**src/rtl/dvi_tmds_encoder_pkg.sv**
```systemverilog
// Shared types, control tokens and helpers for the three-channel DVI TMDS encoder.
package dvi_tmds_encoder_pkg;

  localparam int unsigned SYM_W  = 10;
  localparam int unsigned DATA_W = 8;
  localparam int unsigned DISP_W = 5;

  typedef logic [SYM_W-1:0]         tmds_sym_t;
  typedef logic signed [DISP_W-1:0] tmds_disp_t;

  typedef struct packed {
    logic [DATA_W-1:0] r;
    logic [DATA_W-1:0] g;
    logic [DATA_W-1:0] b;
  } rgb_t;

  localparam tmds_sym_t CTRL_00 = 10'h354;
  localparam tmds_sym_t CTRL_01 = 10'h0AB;
  localparam tmds_sym_t CTRL_10 = 10'h154;
  localparam tmds_sym_t CTRL_11 = 10'h2AB;

  function automatic logic [3:0] popcount8(input logic [DATA_W-1:0] v);
    logic [3:0] n;
    n = 4'd0;
    for (int i = 0; i < int'(DATA_W); i++) n = n + 4'(v[i]);
    return n;
  endfunction

  function automatic tmds_sym_t ctrl_token(input logic [1:0] c);
    tmds_sym_t t;
    case (c)
      2'b01:   t = CTRL_01;
      2'b10:   t = CTRL_10;
      2'b11:   t = CTRL_11;
      default: t = CTRL_00;
    endcase
    return t;
  endfunction

endpackage

```
**src/rtl/dvi_tmds_encoder_if.sv**
```systemverilog
// Pixel-in / symbol-out bundle between the RGB source and the TMDS encoder.
interface dvi_tmds_encoder_if;
  import dvi_tmds_encoder_pkg::*;

  rgb_t      data_i;
  logic      de_i;
  logic      hsync_i;
  logic      vsync_i;
  tmds_sym_t tmds_ch0_o;
  tmds_sym_t tmds_ch1_o;
  tmds_sym_t tmds_ch2_o;

  modport master (
    output data_i, de_i, hsync_i, vsync_i,
    input  tmds_ch0_o, tmds_ch1_o, tmds_ch2_o
  );

  modport slave (
    input  data_i, de_i, hsync_i, vsync_i,
    output tmds_ch0_o, tmds_ch1_o, tmds_ch2_o
  );

endinterface

```
**src/rtl/dvi_tmds_encoder_channel.sv**
```systemverilog
// One TMDS channel: transition minimisation, then DC balancing with a running disparity count.
module dvi_tmds_encoder_channel
  import dvi_tmds_encoder_pkg::*;
(
  input  logic              clk_i,
  input  logic              rst_i,
  input  logic [DATA_W-1:0] data,
  input  logic              de,
  input  logic [1:0]        ctrl,
  output tmds_sym_t         sym
);

  logic [3:0]  n1_d;
  logic        use_xnor;
  logic        acc;
  logic [8:0]  qm_d;
  logic [8:0]  qm_q;
  logic        de_q;
  logic [1:0]  ctrl_q;

  always_comb begin
    n1_d     = popcount8(data);
    use_xnor = (n1_d > 4'd4) || ((n1_d == 4'd4) && !data[0]);
    acc      = data[0];
    qm_d     = 9'd0;
    qm_d[0]  = acc;
    for (int i = 1; i < int'(DATA_W); i++) begin
      acc     = use_xnor ? ~(acc ^ data[i]) : (acc ^ data[i]);
      qm_d[i] = acc;
    end
    qm_d[8] = ~use_xnor;
  end

  // Data is gated during blanking so undefined pixels never reach stage 2.
  always_ff @(posedge clk_i or posedge rst_i) begin
    if (rst_i) begin
      qm_q   <= 9'd0;
      de_q   <= 1'b0;
      ctrl_q <= 2'b00;
    end else begin
      qm_q   <= de ? qm_d : 9'd0;
      de_q   <= de;
      ctrl_q <= ctrl;
    end
  end

  tmds_disp_t        cnt_q;
  tmds_disp_t        cnt_d;
  tmds_sym_t         sym_d;
  tmds_sym_t         sym_q;
  logic              q8;
  logic [3:0]        n1_m;
  logic signed [5:0] bal;
  logic signed [5:0] cnt_ext;
  logic signed [5:0] two_q8;
  logic signed [5:0] two_nq8;
  logic signed [5:0] cnt_sum;

  // bal = N1 - N0 = 2*N1 - 8; all disparity math in 6-bit signed.
  always_comb begin
    q8      = qm_q[8];
    n1_m    = popcount8(qm_q[7:0]);
    bal     = $signed({1'b0, n1_m, 1'b0}) - 6'sd8;
    cnt_ext = {cnt_q[DISP_W-1], cnt_q};
    two_q8  = {4'b0000, q8, 1'b0};
    two_nq8 = {4'b0000, ~q8, 1'b0};
    sym_d   = ctrl_token(ctrl_q);
    cnt_sum = 6'sd0;
    if (de_q) begin
      if ((cnt_q == 5'sd0) || (n1_m == 4'd4)) begin
        sym_d   = {~q8, q8, (q8 ? qm_q[7:0] : ~qm_q[7:0])};
        cnt_sum = q8 ? (cnt_ext + bal) : (cnt_ext - bal);
      end else if (((cnt_q > 5'sd0) && (n1_m > 4'd4)) || ((cnt_q < 5'sd0) && (n1_m < 4'd4))) begin
        sym_d   = {1'b1, q8, ~qm_q[7:0]};
        cnt_sum = cnt_ext + two_q8 - bal;
      end else begin
        sym_d   = {1'b0, q8, qm_q[7:0]};
        cnt_sum = cnt_ext - two_nq8 + bal;
      end
    end
    cnt_d = tmds_disp_t'(cnt_sum[DISP_W-1:0]);
  end

  always_ff @(posedge clk_i or posedge rst_i) begin
    if (rst_i) begin
      sym_q <= CTRL_00;
      cnt_q <= 5'sd0;
    end else begin
      sym_q <= sym_d;
      cnt_q <= cnt_d;
    end
  end

  assign sym = sym_q;

  a_cnt_bound: assert property (@(posedge clk_i) disable iff (rst_i)
    (cnt_q >= -5'sd8) && (cnt_q <= 5'sd8));

endmodule

```
**src/rtl/dvi_tmds_encoder.sv**
```systemverilog
// Three-channel DVI TMDS encoder: optional input register, channel/sync mapping, P/N polarity swap.
module dvi_tmds_encoder
  import dvi_tmds_encoder_pkg::*;
#(
  parameter logic [2:0] CH_INVERT = 3'b000,
  parameter bit         REG_IN    = 1'b1
) (
  input  logic               clk_i,
  input  logic               rst_i,
  dvi_tmds_encoder_if.slave  bus
);

  rgb_t px;
  logic px_de;
  logic px_hs;
  logic px_vs;

  generate
    if (REG_IN) begin : g_reg_in
      always_ff @(posedge clk_i or posedge rst_i) begin
        if (rst_i) begin
          px    <= '0;
          px_de <= 1'b0;
          px_hs <= 1'b0;
          px_vs <= 1'b0;
        end else begin
          px    <= bus.data_i;
          px_de <= bus.de_i;
          px_hs <= bus.hsync_i;
          px_vs <= bus.vsync_i;
        end
      end
    end else begin : g_no_reg_in
      always_comb begin
        px    = bus.data_i;
        px_de = bus.de_i;
        px_hs = bus.hsync_i;
        px_vs = bus.vsync_i;
      end
    end
  endgenerate

  tmds_sym_t sym0;
  tmds_sym_t sym1;
  tmds_sym_t sym2;

  // Only the blue channel carries the syncs during blanking.
  dvi_tmds_encoder_channel u_ch0 (
    .clk_i (clk_i),
    .rst_i (rst_i),
    .data  (px.b),
    .de    (px_de),
    .ctrl  ({px_vs, px_hs}),
    .sym   (sym0)
  );

  dvi_tmds_encoder_channel u_ch1 (
    .clk_i (clk_i),
    .rst_i (rst_i),
    .data  (px.g),
    .de    (px_de),
    .ctrl  (2'b00),
    .sym   (sym1)
  );

  dvi_tmds_encoder_channel u_ch2 (
    .clk_i (clk_i),
    .rst_i (rst_i),
    .data  (px.r),
    .de    (px_de),
    .ctrl  (2'b00),
    .sym   (sym2)
  );

  assign bus.tmds_ch0_o = sym0 ^ {SYM_W{CH_INVERT[0]}};
  assign bus.tmds_ch1_o = sym1 ^ {SYM_W{CH_INVERT[1]}};
  assign bus.tmds_ch2_o = sym2 ^ {SYM_W{CH_INVERT[2]}};

endmodule
```
**src/flat_wrapper.sv**
```systemverilog
// flat-port wrapper written by rule: the top's interface ports become plain ports
module dvi_tmds_encoder_flat import dvi_tmds_encoder_pkg::*;
#(
  parameter logic [2:0] CH_INVERT = 3'b000,
  parameter bit         REG_IN    = 1'b1
)
  (clk_i, rst_i, bus_data_i, bus_de_i, bus_hsync_i, bus_vsync_i, bus_tmds_ch0_o, bus_tmds_ch1_o, bus_tmds_ch2_o);
  dvi_tmds_encoder_if bus_i ();
  input  logic clk_i;
  input  logic rst_i;
  input wire logic [$bits(bus_i.data_i)-1:0] bus_data_i;
  input wire logic [$bits(bus_i.de_i)-1:0] bus_de_i;
  input wire logic [$bits(bus_i.hsync_i)-1:0] bus_hsync_i;
  input wire logic [$bits(bus_i.vsync_i)-1:0] bus_vsync_i;
  output wire logic [$bits(bus_i.tmds_ch0_o)-1:0] bus_tmds_ch0_o;
  output wire logic [$bits(bus_i.tmds_ch1_o)-1:0] bus_tmds_ch1_o;
  output wire logic [$bits(bus_i.tmds_ch2_o)-1:0] bus_tmds_ch2_o;
  assign bus_i.data_i = bus_data_i;
  assign bus_i.de_i = bus_de_i;
  assign bus_i.hsync_i = bus_hsync_i;
  assign bus_i.vsync_i = bus_vsync_i;
  assign bus_tmds_ch0_o = bus_i.tmds_ch0_o;
  assign bus_tmds_ch1_o = bus_i.tmds_ch1_o;
  assign bus_tmds_ch2_o = bus_i.tmds_ch2_o;
  dvi_tmds_encoder #(.CH_INVERT(CH_INVERT), .REG_IN(REG_IN)) u_core (.clk_i(clk_i), .rst_i(rst_i), .bus(bus_i));
endmodule
```
**config.mk**
```make
export PLATFORM = sky130hd
export DESIGN_NAME = dvi_tmds_encoder_flat
export DESIGN_NICKNAME = d
export VERILOG_FILES = /design/src/rtl/dvi_tmds_encoder_pkg.sv /design/src/rtl/dvi_tmds_encoder_if.sv /design/src/rtl/dvi_tmds_encoder_channel.sv /design/src/rtl/dvi_tmds_encoder.sv /design/src/flat_wrapper.sv
export SDC_FILE = /design/constraint.sdc
export NUM_CORES = 1
export LEC_CHECK = 0
export ABC_AREA = 1
export BUFFER_PORTS_ARGS = -buffer_cell sky130_fd_sc_hd__buf_2
export CORE_MARGIN = 3
export CORE_UTILIZATION = 57
export CTS_BUF_LIST = sky130_fd_sc_hd__clkbuf_4 sky130_fd_sc_hd__clkbuf_8 sky130_fd_sc_hd__clkbuf_16
export DETAILED_ROUTE_END_ITERATION = 7
export GPL_TIMING_DRIVEN = 0
export HOLD_SLACK_MARGIN = 0.03
export PLACE_DENSITY = 0.75
export SYNTH_ARGS = -nofsm -noshare
export SYNTH_HDL_FRONTEND = slang
export SYNTH_SLANG_ARGS = --single-unit
```
**constraint.sdc**
```tcl
create_clock -name clk_i -period 5.9 [get_ports clk_i]
set_input_delay 0.59 -clock clk_i [delete_from_list [all_inputs] [get_ports clk_i]]
set_output_delay 0.59 -clock clk_i [all_outputs]
set_load 0.03 [all_outputs]
```
==> flow_summary.ini, run 1 <==
[global_routing]
groute.layer.met1.usage_pct = 28.6
grt_util_met3_pct = 3.70
busiest_layer = met2
grtUsageTotal_pct = 21.5
antenna_found_initial = 0
grt_pass1_wl_um = 23100
overflow = 0
grt_max_degree = 71
grtUsageMet2_pct = 36.2
grt_pass1_vias = 5188

[critical_path]
arrival_ns = 4.78
crit_chain = fa_1 -> inv_1 -> fa_1 -> fa_1 -> inv_1 -> ha_1 -> fa_1 -> inv_1 -> ha_1 -> inv_1 -> o21ai_0 -> ha_1 -> a21o_1 -> a21oi_1 -> nand3_1 -> nand3_1 -> nand2_1 -> o21ai_1 -> nor2_1
max_stage_delay_ns = 0.54
path_max_fanout = 4
worstRegToRegCells = 19
regToRegSetupSlack_ns = 1.35
r2r-end = u_core.u_ch0.cnt_q[4]$_DFF_PP0_
endpoint_kind = register
startpoint_type = register
cp_slowest_cell = fa_1
required_ns = 6.13
worstSetupPathType = reg2reg
reg2reg_from = u_core.u_ch0.qm_q[0]$_DFF_PP0_

[final_layout]
drive_gt1_share_pct = 18.5
antenna_cells = 0
fin_nets = 1009
area_growth_pct = 11.5

[floorplan]
io_pins = 59
initial_utilization_pct = 60.0
die-area_um2 = 13700
coreArea_um2 = 11700
die_h_um = 117
die_w_um = 117
placementRows = 39

[timing]
tns_ns = 0
hold_violations = 0
tightest_slew_ns = 0.557
setup_viol = 0
maxSlewHeadroom_pct = 62.9
finalCriticalPeriod_ns = 4.55
final-max-slew-violation-count = 0
fmax_mhz = 220
rsz0062_at_grt = no
fin_skew_ns = 0.00779
post-route-period-util_pct = 77.1

[yosys]
synth-seq-cells = 99
synth_warnings = 0
avgSynthCellArea_um2 = 8.74
syn_nets = 939
synth_area_um2 = 7030
seq_area_frac_synth_pct = 35.5
ys_types = 33
syn_inst = 804

[cts]
clk-insertion-delay-late_ns = 0.34
cts_root_buf = clkbuf_16
numCtsBuffers = 9
cts.sinks = 99
h-tree-depth = 3
path_clk_slew_ns = 0.06
hold_buffers = 0
cts_setup_buffers = 0
cts_max_path_buffers = 2
ctsResizeCount = 0
cts_tree = built

[route]
dr.pass1.iters = 4
ant_nets = 0
wl_per_cell_um = 13.4
drc = 0
wl_um = 13700
routed_via_density = 5.16
drtIter0Drc = 305
num_vias = 5274

[status]
status = finished, final reports clean

[placed_design]
io_buffers = 58
dpl.hpwl_um = 10900
gp_congestion = 0.898

[hold_path]
holdCritPathClass = in2async

[job]
drv_cap = 0
## through the flow
| step | utilization [%] | area [µm²] | setup WS, ns | hold WS [ns] | instances |
|---|---|---|---|---|---|
| 2_1_floorplan | - | 7030 | 1.69 | 0.331 | 804 |
| 3_3_place_gp | 64.0 | 7500 | 1.45 | 0.338 | 1005 |
| 3_5_place_dp | 64.3 | 7530 | 1.38 | 0.343 | 1006 |
| 4_1_cts | 66.9 | 7840 | 1.38 | 0.248 | 1022 |
| 5_1_grt | 66.9 | 7840 | 1.10 | 0.266 | 1022 |
| 6_report | 66.9 | 7840 | 1.35 | 0.244 | 1022 |
## layout by cell type, fill, tap and decap left out, types with 7 or more instances in the layout
master / n
inv_1: 145
dfstp_2: 15
buf_2: 62
clkbuf_16: 9
fa_1: 39
inv_2: 12
xnor2_1: 13
o21ai_1: 8
o21ai_0: 35
nand3_1: 60
nand3_2: 8
dfrtp_1: 84
nor2_1: 59
xor2_1: 13
nand2_2: 23
nand2_4: 7
ha_1: 67
a21oi_1: 39
nand2_1: 136
## critical path, delay by kind of cell, from the launching register on
kind / cells / cell delay [ns]
AO/OA/AOI/OAI: 4 / 0.74
adder cells (fa/ha/maj): 7 / 2.76
buffers and inverters: 4 / 0.22
flip-flops: 1 / 0.41
AND/OR/NAND/NOR: 4 / 0.31
## state kept, by name, summed over array words and instances (netlist names)
| register | cells |
|---|---|
| u_core.px | 24 |
| u_core.u_ch0.sym | 10 |
| u_core.u_ch1.sym | 10 |
| u_core.u_ch2.sym | 10 |
| u_core.u_ch0.qm_q | 9 |
| u_core.u_ch1.qm_q | 9 |
| u_core.u_ch2.qm_q | 9 |
| u_core.u_ch0.cnt_q | 4 |
| u_core.u_ch1.cnt_q | 4 |
| u_core.u_ch2.cnt_q | 4 |
| u_core.u_ch0.ctrl_q | 2 |
| u_core.px_de | 1 |
| u_core.px_hs | 1 |
| u_core.px_vs | 1 |
| u_core.u_ch2.de_q | 1 |
## cells in the mapped netlist, drive strengths merged
master	count	area share (%)
nand2	166	10
inv	160	8.6
dfrtp	84	30
nand3	68	5.4
ha	67	12
nor2	60	3.2
a21oi	45	3.6
o21ai	45	3.5
fa	39	11
xor2	16	2.3
dfstp	15	5.6
xnor2	13	1.6
buf	8	0.82
nand3b	6	0.64
and2	3	0.27
o211ai	3	0.32
clkbuf	2	0.11
or2	2	0.18
a21o	1	0.11
nor3	1	0.23
## cell families after synthesis
group / synth area share (%)
xor gates and xnor gates: 3.93
buffers and inverters: 9.54
AOI/OAI and AO/OA: 7.58
DFF: 35.5
and+or+nand+nor: 20.4
adders and majority gates: 23.0
## routing by layer
metal,part of all wire [%],vias to the layer above
li1,-,2631
met1,45,2490
met2,49,126
met3,4.2,27
met4,2.2,0
met5,0,-
## layout make-up
type                       instances  area, µm²
buffer                            10       65.1
clock buffer                      11        246
clock inverter                     5       60.1
fill                             953       3880
inverter                         160        608
multi-input combinational        535       3860
sequential                        99       2500
tap                              143        179
timing repair buffer              59        318
## worst max path at each step
stage | to | from | slack (ns) | cells after the start
global route | u_core.u_ch2.cnt_q[4]$_DFF_PP0_ | u_core.u_ch2.qm_q[0]$_DFF_PP0_ | 1.10 | 21
detailed placement | u_core.u_ch2.cnt_q[4]$_DFF_PP0_ | u_core.u_ch2.qm_q[0]$_DFF_PP0_ | 1.38 | 21
global placement | u_core.u_ch0.cnt_q[4]$_DFF_PP0_ | u_core.u_ch0.qm_q[0]$_DFF_PP0_ | 1.45 | 19
finish | u_core.u_ch0.cnt_q[4]$_DFF_PP0_ | u_core.u_ch0.qm_q[0]$_DFF_PP0_ | 1.35 | 19
CTS | u_core.u_ch0.cnt_q[4]$_DFF_PP0_ | u_core.u_ch0.qm_q[0]$_DFF_PP0_ | 1.38 | 19
floorplan | u_core.u_ch0.cnt_q[4]$_DFF_PP0_ | u_core.u_ch0.qm_q[0]$_DFF_PP0_ | 1.69 | 19
Power of run 1 is not shown: default switching activity piles up to over one toggle a cycle in this logic, so the estimate is an artifact.
==> inputs of run 2 (changes only) <==
--- a/config.mk
+++ b/config.mk
@@ -8,7 +8,7 @@
 export ABC_AREA = 1
 export BUFFER_PORTS_ARGS = -buffer_cell sky130_fd_sc_hd__buf_2
 export CORE_MARGIN = 3
-export CORE_UTILIZATION = 57
+export CORE_UTILIZATION = 55
 export CTS_BUF_LIST = sky130_fd_sc_hd__clkbuf_4 sky130_fd_sc_hd__clkbuf_8 sky130_fd_sc_hd__clkbuf_16
 export DETAILED_ROUTE_END_ITERATION = 7
 export GPL_TIMING_DRIVEN = 0
==> constraint.sdc (replaced) <==
create_clock -name clk_i -period 3.9 [get_ports clk_i]
set_input_delay 0.39 -clock clk_i [delete_from_list [all_inputs] [get_ports clk_i]]
set_output_delay 0.39 -clock clk_i [all_outputs]
set_load 0.03 [all_outputs]
==> run 2 against run 1 <==
Compared with the run above:
- the run now ends with negative setup slack left
- die area grew 3.4%
- count of clock-buffer cells in the layout shrank 2
- first-iteration DRC count grew 9.8%
- setup slack lost 1.8 ns
- clock skew shrank 0.00072 ns
- hold slack lost 0.20 ns
==> flow_summary.ini, run 2 (synthesis gave the netlist of run 1 again) <==
[route]
routed_via_density = 5.09
wl_per_cell_um = 14.7
num_vias = 5601
wl_um = 16100
dr.pass1.iters = 5
drc = 0
ant_nets = 0
drtIter0Drc = 335

[floorplan]
initial_utilization_pct = 57.3
io_pins = 59
die_w_um = 119
coreArea_um2 = 12300
placementRows = 40
die_h_um = 119
die-area_um2 = 14200

[timing]
rsz0062_at_grt = yes
setup_viol = 39
holdWs_ns = 0.0480
maxSlewHeadroom_pct = 54.7
fmax_mhz = 228
post-route-period-util_pct = 112
setup_ws_ns = -0.478
hold_violations = 0
finalCriticalPeriod_ns = 4.38
final-max-slew-violation-count = 0
fin_skew_ns = 0.00707
tightest_slew_ns = 0.672

[placed_design]
dpl.hpwl_um = 10400
gp_congestion = 0.871
placed_cells = 1031
io_buffers = 58

[final_layout]
largest_reg_flops = 24
area_growth_pct = 27.2
antenna_cells = 0
layout_commonest_cell = inv_1
layout.cells.non_filler = 1100
drive_gt1_share_pct = 35.1
fin_nets = 1062
layout_common_cells = 129 x inv_1, 106 x nand2_1, 84 x dfrtp_1, 60 x buf_2
num-fill-cells = 852
regMostFlops = u_core.px

[critical_path]
max_stage_delay_ns = 0.56
required_ns = 4.19
startpoint_type = register
crit_chain = fa_1 -> inv_1 -> fa_1 -> fa_1 -> inv_1 -> ha_2 -> fa_2 -> inv_4 -> ha_4 -> inv_2 -> o21ai_2 -> ha_1 -> a21o_1 -> a21oi_2 -> nand3_2 -> a21oi_1 -> o21ai_1 -> nor2_1
arrival_ns = 4.67
r2r-end = u_core.u_ch0.cnt_q[4]$_DFF_PP0_
crit_path_frequent_cell = fa_1
worstRegToRegCells = 18
cp_slowest_cell = fa_2
endpoint_kind = register
regToRegSetupSlack_ns = -0.48
reg2reg_from = u_core.u_ch0.qm_q[0]$_DFF_PP0_
worstSetupPathType = reg2reg
path_max_fanout = 3

[cts]
hold_buffers = 0
cts_max_path_buffers = 2
cts_tree = built
h-tree-depth = 3
path_clk_slew_ns = 0.07
cts_root_buf = clkbuf_16
clk-insertion-delay-late_ns = 0.36
cts.sinks = 99
numCtsBuffers = 9

[global_routing]
overflow = 0
grtUsageTotal_pct = 22.0
grt_pass1_vias = 5529
grt_max_degree = 65
grt_pass1_wl_um = 25300
antenna_found_initial = 0

[status]
violations = negative setup slack
status = finished, violations left

[job]
drv_cap = 0

[hold_path]
holdCritPathClass = in2async
[run 2: cell count changes in the layout (fill, tap and decap cells not counted), sizes merged]
cell      change
buf          +51
clkbuf        -2
inv           +2
nand2         +2
clkinv        +1
clkinvlp      -1
[run 2: final cells by class]
type                            instances  area (µm²)  share of cell area, %
Clock buffer                            9         225                   2.52
Multi-Input combinational cell        537        4490                   50.2
Timing Repair Buffer                  110         739                   8.27
Inverter                              160         623                   6.97
Sequential cell                        99        2500                   27.9
Buffer                                 10        77.6                  0.868
Tap cell                              168         210                   2.35
Clock inverter                          7        81.3                  0.910
[run 2: per-stage QoR]
| stage | util, % | cell area [µm²] | TNS (ns) | setup slack, ns |
|---|---|---|---|---|
| 6_report | 72.9 | 8940 | -6.87 | -0.478 |
| 5_1_grt | 72.9 | 8940 | -12.35 | -0.659 |
| 4_1_cts | 68.9 | 8450 | -3.08 | -0.375 |
| 3_5_place_dp | 62.0 | 7600 | -11.08 | -0.446 |
| 3_3_place_gp | 61.7 | 7570 | -14.15 | -0.361 |
| 2_1_floorplan | - | 7070 | -0.505 | -0.182 |
[run 2: how the worst max path moves through the flow]
| stage | start | endpoint | slack (ns) |
|---|---|---|---|
| final | u_core.u_ch0.qm_q[0]$_DFF_PP0_ | u_core.u_ch0.cnt_q[4]$_DFF_PP0_ | -0.48 |
| after global routing | u_core.u_ch0.qm_q[0]$_DFF_PP0_ | u_core.u_ch0.cnt_q[4]$_DFF_PP0_ | -0.66 |
| after CTS | u_core.u_ch0.qm_q[0]$_DFF_PP0_ | u_core.u_ch0.cnt_q[4]$_DFF_PP0_ | -0.38 |
| after detailed placement | u_core.u_ch2.qm_q[0]$_DFF_PP0_ | u_core.u_ch2.cnt_q[4]$_DFF_PP0_ | -0.45 |
| after global placement | u_core.u_ch2.qm_q[0]$_DFF_PP0_ | u_core.u_ch2.cnt_q[4]$_DFF_PP0_ | -0.36 |
| after floorplan | u_core.u_ch0.qm_q[0]$_DFF_PP0_ | u_core.u_ch0.cnt_q[4]$_DFF_PP0_ | -0.18 |
[run 2: critical path: cells and delay by family (launching register included)]
kind	cells	cell delay (ns)
AOI/OAI and AO/OA	5	0.77
DFF	1	0.40
and+or+nand+nor	2	0.20
adders and majority gates	7	2.77
buffers and inverters	4	0.18
[run 2: per-layer routing]
metal / vias to the layer above / part of all wire [%] / track usage (%)
met5: - / 0 / 0
met2: 162 / 50 / 35.2
met4: 0 / 3.4 / 11.8
li1: 2737 / - / -
met3: 45 / 4.6 / 3.61
met1: 2657 / 42 / 28.8
[run 2: repair_timing]
item,4_1_cts,5_1_grt
pin swaps,19,43
setup buffers,33,18
endpoints found under the setup margin,40,47
gates resized for setup,62,95
cloned,4,0
Power of run 2 is left out for the same reason.
